==> config.mk <==
export PLATFORM = sky130hd
export DESIGN_NAME = reg_file_sb
export DESIGN_NICKNAME = d
export VERILOG_FILES = /design/src/rtl/reg_file_sb.sv
export SDC_FILE = /design/constraint.sdc
export NUM_CORES = 1
export LEC_CHECK = 0
export ABC_CLOCK_PERIOD_IN_PS = 4190
export CAP_MARGIN = 20
export CORE_ASPECT_RATIO = 0.8
export CORE_MARGIN = 8
export CORE_UTILIZATION = 45
export DETAILED_ROUTE_END_ITERATION = 6
export PLACE_DENSITY = 0.65
export SLEW_MARGIN = 25
export SYNTH_ARGS = -nofsm -noshare
export SYNTH_HDL_FRONTEND = slang
export SYNTH_SLANG_ARGS = --single-unit
==> constraint.sdc <==
create_clock -name clk -period 4.19 [get_ports clk]
set_input_delay 1.0475 -clock clk [delete_from_list [all_inputs] [get_ports clk]]
set_output_delay 1.0475 -clock clk [all_outputs]
set_load 0.03 [all_outputs]
==> src/rtl/reg_file_sb.sv <==
// Architectural register file (2^ADDR_W x DATA_W) with write-through read bypass
// and a per-register outstanding-write scoreboard used for RAW stall detection.
module reg_file_sb #(
  parameter int                DATA_W  = 32,
  parameter int                ADDR_W  = 4,
  parameter int                SP_IDX  = 14,
  parameter logic [DATA_W-1:0] SP_INIT = 32'h0000_0FFC
) (
  input  logic              clk,
  input  logic              reset,
  input  logic [ADDR_W-1:0] rd_addr1,
  input  logic [ADDR_W-1:0] rd_addr2,
  input  logic              use1,
  input  logic              use2,
  output logic [DATA_W-1:0] rd_data1,
  output logic [DATA_W-1:0] rd_data2,
  output logic              hazard,
  input  logic              issue_en,
  input  logic [ADDR_W-1:0] issue_rd,
  input  logic              wb_en,
  input  logic [ADDR_W-1:0] wb_addr,
  input  logic [DATA_W-1:0] wb_data,
  output logic              sb_error
);

  localparam int NREG = 1 << ADDR_W;

  // Handshake contract: issue_en is a one-cycle strobe meaning "an instruction
  // writing issue_rd left OF this edge"; the producer must hold it low while
  // hazard=1. wb_en is a one-cycle strobe with no back-pressure (always accepted).

  logic [DATA_W-1:0] regs     [NREG];
  logic [1:0]        pend     [NREG];
  logic [1:0]        pend_nxt [NREG];
  logic [NREG-1:0]   inc_vec;
  logic [NREG-1:0]   dec_vec;
  logic              err_set;
  logic              sb_error_q;
  logic              wb_hit1;
  logic              wb_hit2;
  logic              port1_busy;
  logic              port2_busy;

  // Register array; a write-back in the reset cycle is dropped.
  always_ff @(posedge clk) begin
    if (reset) begin
      for (int i = 0; i < NREG; i++) begin
        regs[i] <= (i == SP_IDX) ? SP_INIT : '0;
      end
    end else if (wb_en) begin
      regs[wb_addr] <= wb_data;
    end
  end

  // One-hot decode of issue and write-back destinations.
  always_comb begin
    inc_vec = '0;
    dec_vec = '0;
    for (int i = 0; i < NREG; i++) begin
      inc_vec[i] = issue_en && (issue_rd == ADDR_W'(i));
      dec_vec[i] = wb_en && (wb_addr == ADDR_W'(i));
    end
  end

  // Saturating counters: overflow at 3 and underflow at 0 hold and flag an error.
  always_comb begin
    err_set = 1'b0;
    for (int i = 0; i < NREG; i++) begin
      pend_nxt[i] = pend[i];
      if (inc_vec[i] && !dec_vec[i]) begin
        if (pend[i] == 2'd3) err_set = 1'b1;
        else                 pend_nxt[i] = pend[i] + 2'd1;
      end else if (dec_vec[i] && !inc_vec[i]) begin
        if (pend[i] == 2'd0) err_set = 1'b1;
        else                 pend_nxt[i] = pend[i] - 2'd1;
      end
    end
  end

  always_ff @(posedge clk) begin
    if (reset) begin
      for (int i = 0; i < NREG; i++) begin
        pend[i] <= 2'd0;
      end
      sb_error_q <= 1'b0;
    end else begin
      for (int i = 0; i < NREG; i++) begin
        pend[i] <= pend_nxt[i];
      end
      if (err_set) sb_error_q <= 1'b1;
    end
  end

  assign sb_error = sb_error_q;

  // Read ports with write-through bypass of the in-flight write-back.
  assign wb_hit1  = wb_en && (wb_addr == rd_addr1);
  assign wb_hit2  = wb_en && (wb_addr == rd_addr2);
  assign rd_data1 = wb_hit1 ? wb_data : regs[rd_addr1];
  assign rd_data2 = wb_hit2 ? wb_data : regs[rd_addr2];

  // The last outstanding write landing this cycle is bypassed, so it does not stall.
  assign port1_busy = use1 && (pend[rd_addr1] != 2'd0) &&
                      !(wb_hit1 && (pend[rd_addr1] == 2'd1));
  assign port2_busy = use2 && (pend[rd_addr2] != 2'd0) &&
                      !(wb_hit2 && (pend[rd_addr2] == 2'd1));
  assign hazard     = port1_busy || port2_busy;

endmodule

==> impl_metrics.csv, run 1 <==
group,metric,value,unit
timing,post-route-period-util,0.9817,
detailed_routing,postRouteAntennaNets,0,
worst_setup_path,critPathCaptureType,"output port",
power,share_seq_of_total_power,0.459,
global_route,via_count_of_the_first_global_routing_pass,19860,
yosys,dominantRegCellSynth,"sky130_fd_sc_hd__edfxtp_1",
placed_design,dpl.hpwl,56.68,mm
clocking,postCtsHoldBufs,0,
worst_setup_path,critPathLaunch,"rd_addr1[0]",
detailed_routing,drt-pass1-iter-count,5,
timing,hold-worst-slack,558.4,ps
yosys,avgSynthCellArea,15.16,um^2
power,switching_share,0.2482,
power,clockPowerShare,0.391,
floorplan,initial_utilization,0.4545,
yosys,synth_cells,2018,
clocking,path_clk_slew,60,ps
power,combinationalPowerShare,0.150,
floorplan,die_width,307.5,um
global_route,global_route_wire_length_before_repair,135.5,mm
yosys,distinct_cells_synth,43,
worst_setup_path,critPathMaxFanout,22,
timing,setup_viol,0,
clocking,tritoncts_clock_tree,"done",
global_route,largest_net_degree_at_the_start_of_global_routing,61,
placed_design,place_area,33610,um^2
power,power,13.96,mW
global_route,grt_antenna_before_repair,4,
flow_run,max_cap_viol_count,0,
floorplan,row_count,85,
timing,slew_viol_final,0,
clocking,cts_root_buf,"sky130_fd_sc_hd__clkbuf_16",
layout,final_design_area_no_fill,35590,um^2
yosys,post_synth_instance_area,30600,um^2
detailed_routing,totalWireLength,93.03,mm
timing,finalHoldViolCount,0,
yosys,synth-edff-count,512,
floorplan,dieArea,76640,um^2
yosys,post_synth_main_area_contributors,"sky130_fd_sc_hd__edfxtp_1, sky130_fd_sc_hd__mux4_2, sky130_fd_sc_hd__and2_1",
detailed_routing,dr.first_iter.drc_count,2212,
placed_design,place.port_buffers,119,
yosys,yosys_register_bits,545,
worst_hold_path,hold_path_class,"flop to flop",
yosys,synth_seq_area_share,0.5241,
clocking,post_cts.resized_instances,0,
timing,fin_skew,9.240,ps
floorplan,pin_count,120,
timing,achievable-frequency,243.1,MHz
yosys,synth_top_area_cell,"sky130_fd_sc_hd__edfxtp_1",
power,cellInternalPower,10.49,mW
power,irDropWorstVdd,352.8,uV
layout,antennaDiodeCount,0,
layout,finalNetCount,2226,
clocking,clock_sink_count,545,
yosys,synth-warning-count,0,
floorplan,fp.coreArea,67320,um^2
worst_setup_path,timing.rr.start,"pend[11][1]",
clocking,cts_inserted_buffers,56,
worst_hold_path,min_from,"pend[1][1]",
layout,flow.area_growth_from_synthesis,16.33,%
worst_setup_path,r2r_slack,2190,ps
detailed_routing,drcViolationCount,0,
clocking,htree_num_levels,2,
timing,rsz0062_at_grt,"no",
yosys,post_synth_most_frequent_cells,"sky130_fd_sc_hd__edfxtp_1, sky130_fd_sc_hd__and2_1, sky130_fd_sc_hd__mux4_2",
detailed_routing,via_count,19335,
worst_setup_path,worst_setup_path_start_kind,"input pin",
timing,timing.final.crit_period,4113,ps
timing,slew_worst_pin,962.6,ps
yosys,synth_most_common_cell,"sky130_fd_sc_hd__edfxtp_1",
placed_design,place_congestion,0.9049,
global_route,globalRoute.totalOverflow,0,
timing,fin_tns_setup,0,ps
power,p_per_area,392.2,nW/um^2
clocking,ctsLongestPathBuffers,3,
detailed_routing,wl_per_cell,30.00,um
clocking,insertion_delay,610,ps
yosys,synth_nets,2104,
yosys,post-synth-top-area-fraction,0.5025,
power,netSwitchingPower,3.465,mW
detailed_routing,route.detailed.vias_per_inst,6.235,
timing,relative_slew_slack,0.3492,
floorplan,die_y,249.2,um
layout,share_of_final_layout_standard_cells_stronger_than_drive_strength_1,0.3286,
worst_setup_path,crit_arrival,3070,ps
clocking,number_of_buffers_added_for_setup_after_cts,0,
yosys,async_reset_ff_frac,0,
run_status,outcome,"finished clean",
global_route,track_usage,0.2386,
power,power.leakage,12.39,nW
worst_setup_path,critPathRequiredTime,3140,ps
worst_setup_path,crit_type,"input pin to output port",
## critical path, cell delays in order
cell and delay [ps]:
sky130_fd_sc_hd__buf_8 190, sky130_fd_sc_hd__buf_12 260, sky130_fd_sc_hd__mux4_2 570, sky130_fd_sc_hd__mux4_2 470, sky130_fd_sc_hd__mux2_2 300, sky130_fd_sc_hd__buf_4 180
## per-layer routing
layer  routed length (um)  vias up  global-route usage
met5                   12        -                   0
li1                     -     8042                   -
met2                45030     1064              0.3898
met4                 2640        2             0.07017
met1                36640    10061              0.3252
met3                 8700      166             0.04399
## worst paths after layout
| kind | depth (start not counted) | endpoint |
|---|---|---|
| worst max-delay path | 6 | rd_data1[31] |
| worst min-delay path | 2 | pend[1][1] |
| worst max register to register | 5 | sb_error |
| worst min register to register | 2 | pend[1][1] |
## cell type report
type | count | area, um^2
clock buffer | 67 | 1464
multi-input combinational | 1258 | 13780
inverter | 39 | 146.4
sequential | 545 | 16040
timing repair buffer | 240 | 2505
tap | 913 | 1142
fill | 5480 | 31730
clock inverter | 39 | 514.2
## state kept, by name, summed over array words and instances, names as in the netlist
register and count:
pend 32, regs 512, sb_error 1
## power by group through the flow
stage                     Clock [mW]  Sequential [mW]  Combinational (mW)
after floorplan                    0             6.46                1.32
after detailed placement           0             6.52                2.10
after global placement             0             6.50                2.09
final                           5.45             6.41                2.09
after CTS                       5.52             6.41                2.11
after global routing            5.70             6.45                2.19
## cell families (layout without fill, tap and decap cells)
| family | after synthesis | after routing | share of synthesized area |
|---|---|---|---|
| AND/OR/NAND/NOR | 712 | 712 | 0.1389 |
| flip-flops | 545 | 545 | 0.5241 |
| multiplexers | 409 | 409 | 0.2731 |
| buffers and inverters | 215 | 385 | 0.03006 |
| AO/OA/AOI/OAI | 97 | 97 | 0.01844 |
| adder cells (fa/ha/maj) | 32 | 32 | 0.01309 |
| XOR/XNOR | 8 | 8 | 0.002290 |
## per-stage QoR
step	utilization	worst slack [ps]	instances
after floorplan	-	137.0	2018
after global placement	0.4993	53.80	2995
after detailed placement	0.4993	71.35	2995
after CTS	0.5287	71.52	3101
after global routing	0.5287	22.76	3101
final	0.5287	76.57	3101
## cells in the final DEF, fill, tap and decap left out, drive strengths merged, types with 2 or more instances in the layout
cell / synthesis / routed
a21oi: 23 / 23
a221oi: 9 / 9
a22oi: 2 / 2
a31oi: 9 / 9
and2: 502 / 502
and3: 4 / 4
buf: 50 / 195
bufinv: 0 / 12
clkbuf: 126 / 67
clkdlybuf4s50: 0 / 45
clkinv: 0 / 20
clkinvlp: 0 / 5
dfxtp: 33 / 33
edfxtp: 512 / 512
ha: 32 / 32
inv: 39 / 41
mux2: 66 / 66
mux2i: 9 / 9
mux4: 334 / 334
nand2: 51 / 51
nand2b: 26 / 26
nand3: 15 / 15
nand4: 3 / 3
nor2: 41 / 41
nor2b: 25 / 25
nor3: 7 / 7
nor4: 2 / 2
nor4b: 16 / 16
o21ai: 42 / 42
o22ai: 6 / 6
or2: 8 / 8
or3: 10 / 10
xnor2: 6 / 6
xor2: 2 / 2
No activity file was read; power rests on OpenSTA's default activity.
==> inputs of run 2 (changes only) <==
--- a/config.mk
+++ b/config.mk
@@ -5,13 +5,12 @@
 export SDC_FILE = /design/constraint.sdc
 export NUM_CORES = 1
 export LEC_CHECK = 0
-export ABC_CLOCK_PERIOD_IN_PS = 4190
+export ABC_CLOCK_PERIOD_IN_PS = 5250
 export CAP_MARGIN = 20
 export CORE_ASPECT_RATIO = 0.8
-export CORE_MARGIN = 8
 export CORE_UTILIZATION = 45
 export DETAILED_ROUTE_END_ITERATION = 6
-export PLACE_DENSITY = 0.65
+export PLACE_DENSITY = 0.68
 export SLEW_MARGIN = 25
 export SYNTH_ARGS = -nofsm -noshare
 export SYNTH_HDL_FRONTEND = slang
==> constraint.sdc (replaced) <==
create_clock -name clk -period 5.25 [get_ports clk]
set_input_delay 1.3125 -clock clk [delete_from_list [all_inputs] [get_ports clk]]
set_output_delay 1.3125 -clock clk [all_outputs]
set_load 0.03 [all_outputs]
==> run 2 against run 1 <==
Global-route usage increased by 2.9 points. Sequential share of layout area increased by 0.98 points. Utilization is 1.0 points lower. Power fell by 24%. Clock skew down 4.4 ps. Worst setup slack better by 160 ps. Routed wire length decreased by 1.2%.
==> impl_metrics.csv, run 2 (synthesized netlist as in run 1, its figures left out) <==
group,metric,value,unit
placed_design,place_congestion,0.9009,
global_route,track_usage,0.2678,
global_route,grt_antenna_before_repair,5,
floorplan,fp.coreArea,67210,um^2
detailed_routing,postRouteAntennaNets,0,
clocking,htree_num_levels,2,
detailed_routing,route.detailed.vias_per_inst,6.315,
timing,fin_ws,232.8,ps
detailed_routing,drcViolationCount,0,
placed_design,place_area,33100,um^2
clocking,clock_sink_count,545,
timing,fin_skew,4.807,ps
layout,largest-register,"regs",
worst_setup_path,timing.reg2reg.worst_path_depth,5,
layout,most_frequent_standard_cell_in_the_layout_excluding_fill_and_tap_cells,"sky130_fd_sc_hd__edfxtp_1",
worst_setup_path,r2r_slack,3430,ps
clocking,insertion_delay,610,ps
detailed_routing,wl_per_cell,29.92,um
worst_setup_path,rr_endpoint,"sb_error",
placed_design,place_inst,2970,
worst_hold_path,min_to,"pend[1][1]",
timing,slew_worst_pin,926.2,ps
layout,largest_register_ff_count,512,
layout,layout.core_utilization,0.5182,
timing,timing.final.crit_period,5017,ps
timing,finalHoldViolCount,0,
placed_design,dpl.hpwl,55.26,mm
power,irDropWorstVdd,260.9,uV
layout,final_design_area_no_fill,34830,um^2
worst_setup_path,timing.critical_path.cells,"clkdlybuf4s50_1 > xnor2_1 > nand3_1 > nor3_4 > mux2_2 > clkdlybuf4s50_1",
worst_hold_path,min_from,"pend[1][1]",
detailed_routing,dr.first_iter.drc_count,2705,
worst_setup_path,crit_slowest_cell,"sky130_fd_sc_hd__clkdlybuf4s50_1",
floorplan,die_y,235.2,um
worst_hold_path,hold_path_class,"flop to flop",
worst_setup_path,cp.buffers_inverters,2,
floorplan,pin_count,120,
floorplan,initial_utilization,0.4552,
worst_setup_path,crit_type,"input pin to output port",
clocking,tritoncts_clock_tree,"done",
worst_setup_path,critPathRequiredTime,3940,ps
clocking,cts_root_buf,"sky130_fd_sc_hd__clkbuf_16",
timing,fin_tns_setup,0,ps
placed_design,place_worst_setup_slack,202.3,ps
worst_hold_path,whs_path_depth,2,
global_route,largest_net_degree_at_the_start_of_global_routing,57,
timing,achievable-frequency,199.3,MHz
clocking,path_clk_slew,60,ps
clocking,ctsLongestPathBuffers,3,
run_status,outcome,"finished clean",
timing,post-route-period-util,0.9556,
worst_setup_path,critPathCaptureType,"output port",
floorplan,die_width,293.5,um
layout,flow.area_growth_from_synthesis,13.84,%
global_route,global_route_wire_length_before_repair,133.4,mm
flow_run,max_cap_viol_count,0,
worst_setup_path,cpPeakStageDelay,590,ps
worst_setup_path,critPathMaxFanout,7,
layout,most_frequent_cells_in_the_layout,"sky130_fd_sc_hd__edfxtp_1, sky130_fd_sc_hd__and2_1, sky130_fd_sc_hd__mux4_2, sky130_fd_sc_hd__buf_4, sky130_fd_sc_hd__mux2_2",
timing,rsz0062_at_grt,"no",
global_route,via_count_of_the_first_global_routing_pass,19448,
clocking,post_cts.resized_instances,0,
detailed_routing,totalWireLength,91.95,mm
detailed_routing,drt-pass1-iter-count,5,
worst_setup_path,cpMostUsedCell,"sky130_fd_sc_hd__clkdlybuf4s50_1",
worst_setup_path,worst_setup_path_start_kind,"input pin",
timing,setup_viol,0,
clocking,postCtsHoldBufs,0,
layout,share_of_final_layout_standard_cells_stronger_than_drive_strength_1,0.3190,
worst_setup_path,crit_arrival,3700,ps
power,p_per_area,305.1,nW/um^2
worst_setup_path,path_delay_family,"buffers and inverters",
clocking,cts_inserted_buffers,55,
power,power.leakage,12.04,nW
layout,antennaDiodeCount,0,
clocking,number_of_buffers_added_for_setup_after_cts,0,
detailed_routing,via_count,19405,
timing,relative_slew_slack,0.3825,
placed_design,place.port_buffers,119,
worst_setup_path,timing.rr.start,"pend[15][0]",
layout,post_layout_nonfiller_instances,3073,
global_route,globalRoute.totalOverflow,0,
floorplan,row_count,85,
floorplan,dieArea,69040,um^2
timing,slew_viol_final,0,
layout,finalNetCount,2200,
-- run 2: power breakdown --
part | leakage, nW | switching [mW] | total (mW) | internal (mW)
Combinational | 6.02 | 0.873 | 1.63 | 0.762
Clock | 0.851 | 1.77 | 3.88 | 2.11
Sequential | 5.17 | 0.117 | 5.11 | 5.00
Total | 12.0 | 2.76 | 10.6 | 7.87
-- run 2: worst max-delay path by stage --
stage | start | to | cells after the start
after global routing | wb_addr[3] | rd_data1[21] | 6
after global placement | wb_addr[1] | rd_data1[13] | 6
after CTS | wb_addr[2] | rd_data1[14] | 7
after detailed placement | wb_addr[2] | rd_data1[14] | 7
final | wb_addr[2] | rd_data1[21] | 6
after floorplan | rd_addr1[1] | rd_data1[10] | 6
-- run 2: cell type report --
cell class / count / area, um^2
multi-input cells: 1258 / 13780
well taps: 913 / 1142
clock inverters: 37 / 291.5
inverters: 39 / 146.4
clock buffers: 66 / 1439
repair buffers: 215 / 1992
flip-flops and latches: 545 / 16040
fillers: 5536 / 32380
-- run 2: metrics by stage --
stage                     hold WS [ps]  power (mW)
after floorplan                  489.5       6.210
after global placement           533.9       6.802
after detailed placement         549.0       6.837
after CTS                        557.7       10.65
after global routing             577.8       10.92
final                            558.4       10.63
-- run 2: routing by layer --
layer	up-vias	global-route usage	routed length [um]
met1	10197	0.3784	36710
met3	137	0.05108	9060
met4	2	0.06802	2114
li1	7962	-	-
met2	1107	0.4280	44060
met5	-	0	11
-- run 2: worst min-delay path, cell delays in order (launching register included) --
cell and delay [ps]:
sky130_fd_sc_hd__dfxtp_1 360, sky130_fd_sc_hd__o21ai_0 90, sky130_fd_sc_hd__a21oi_1 60
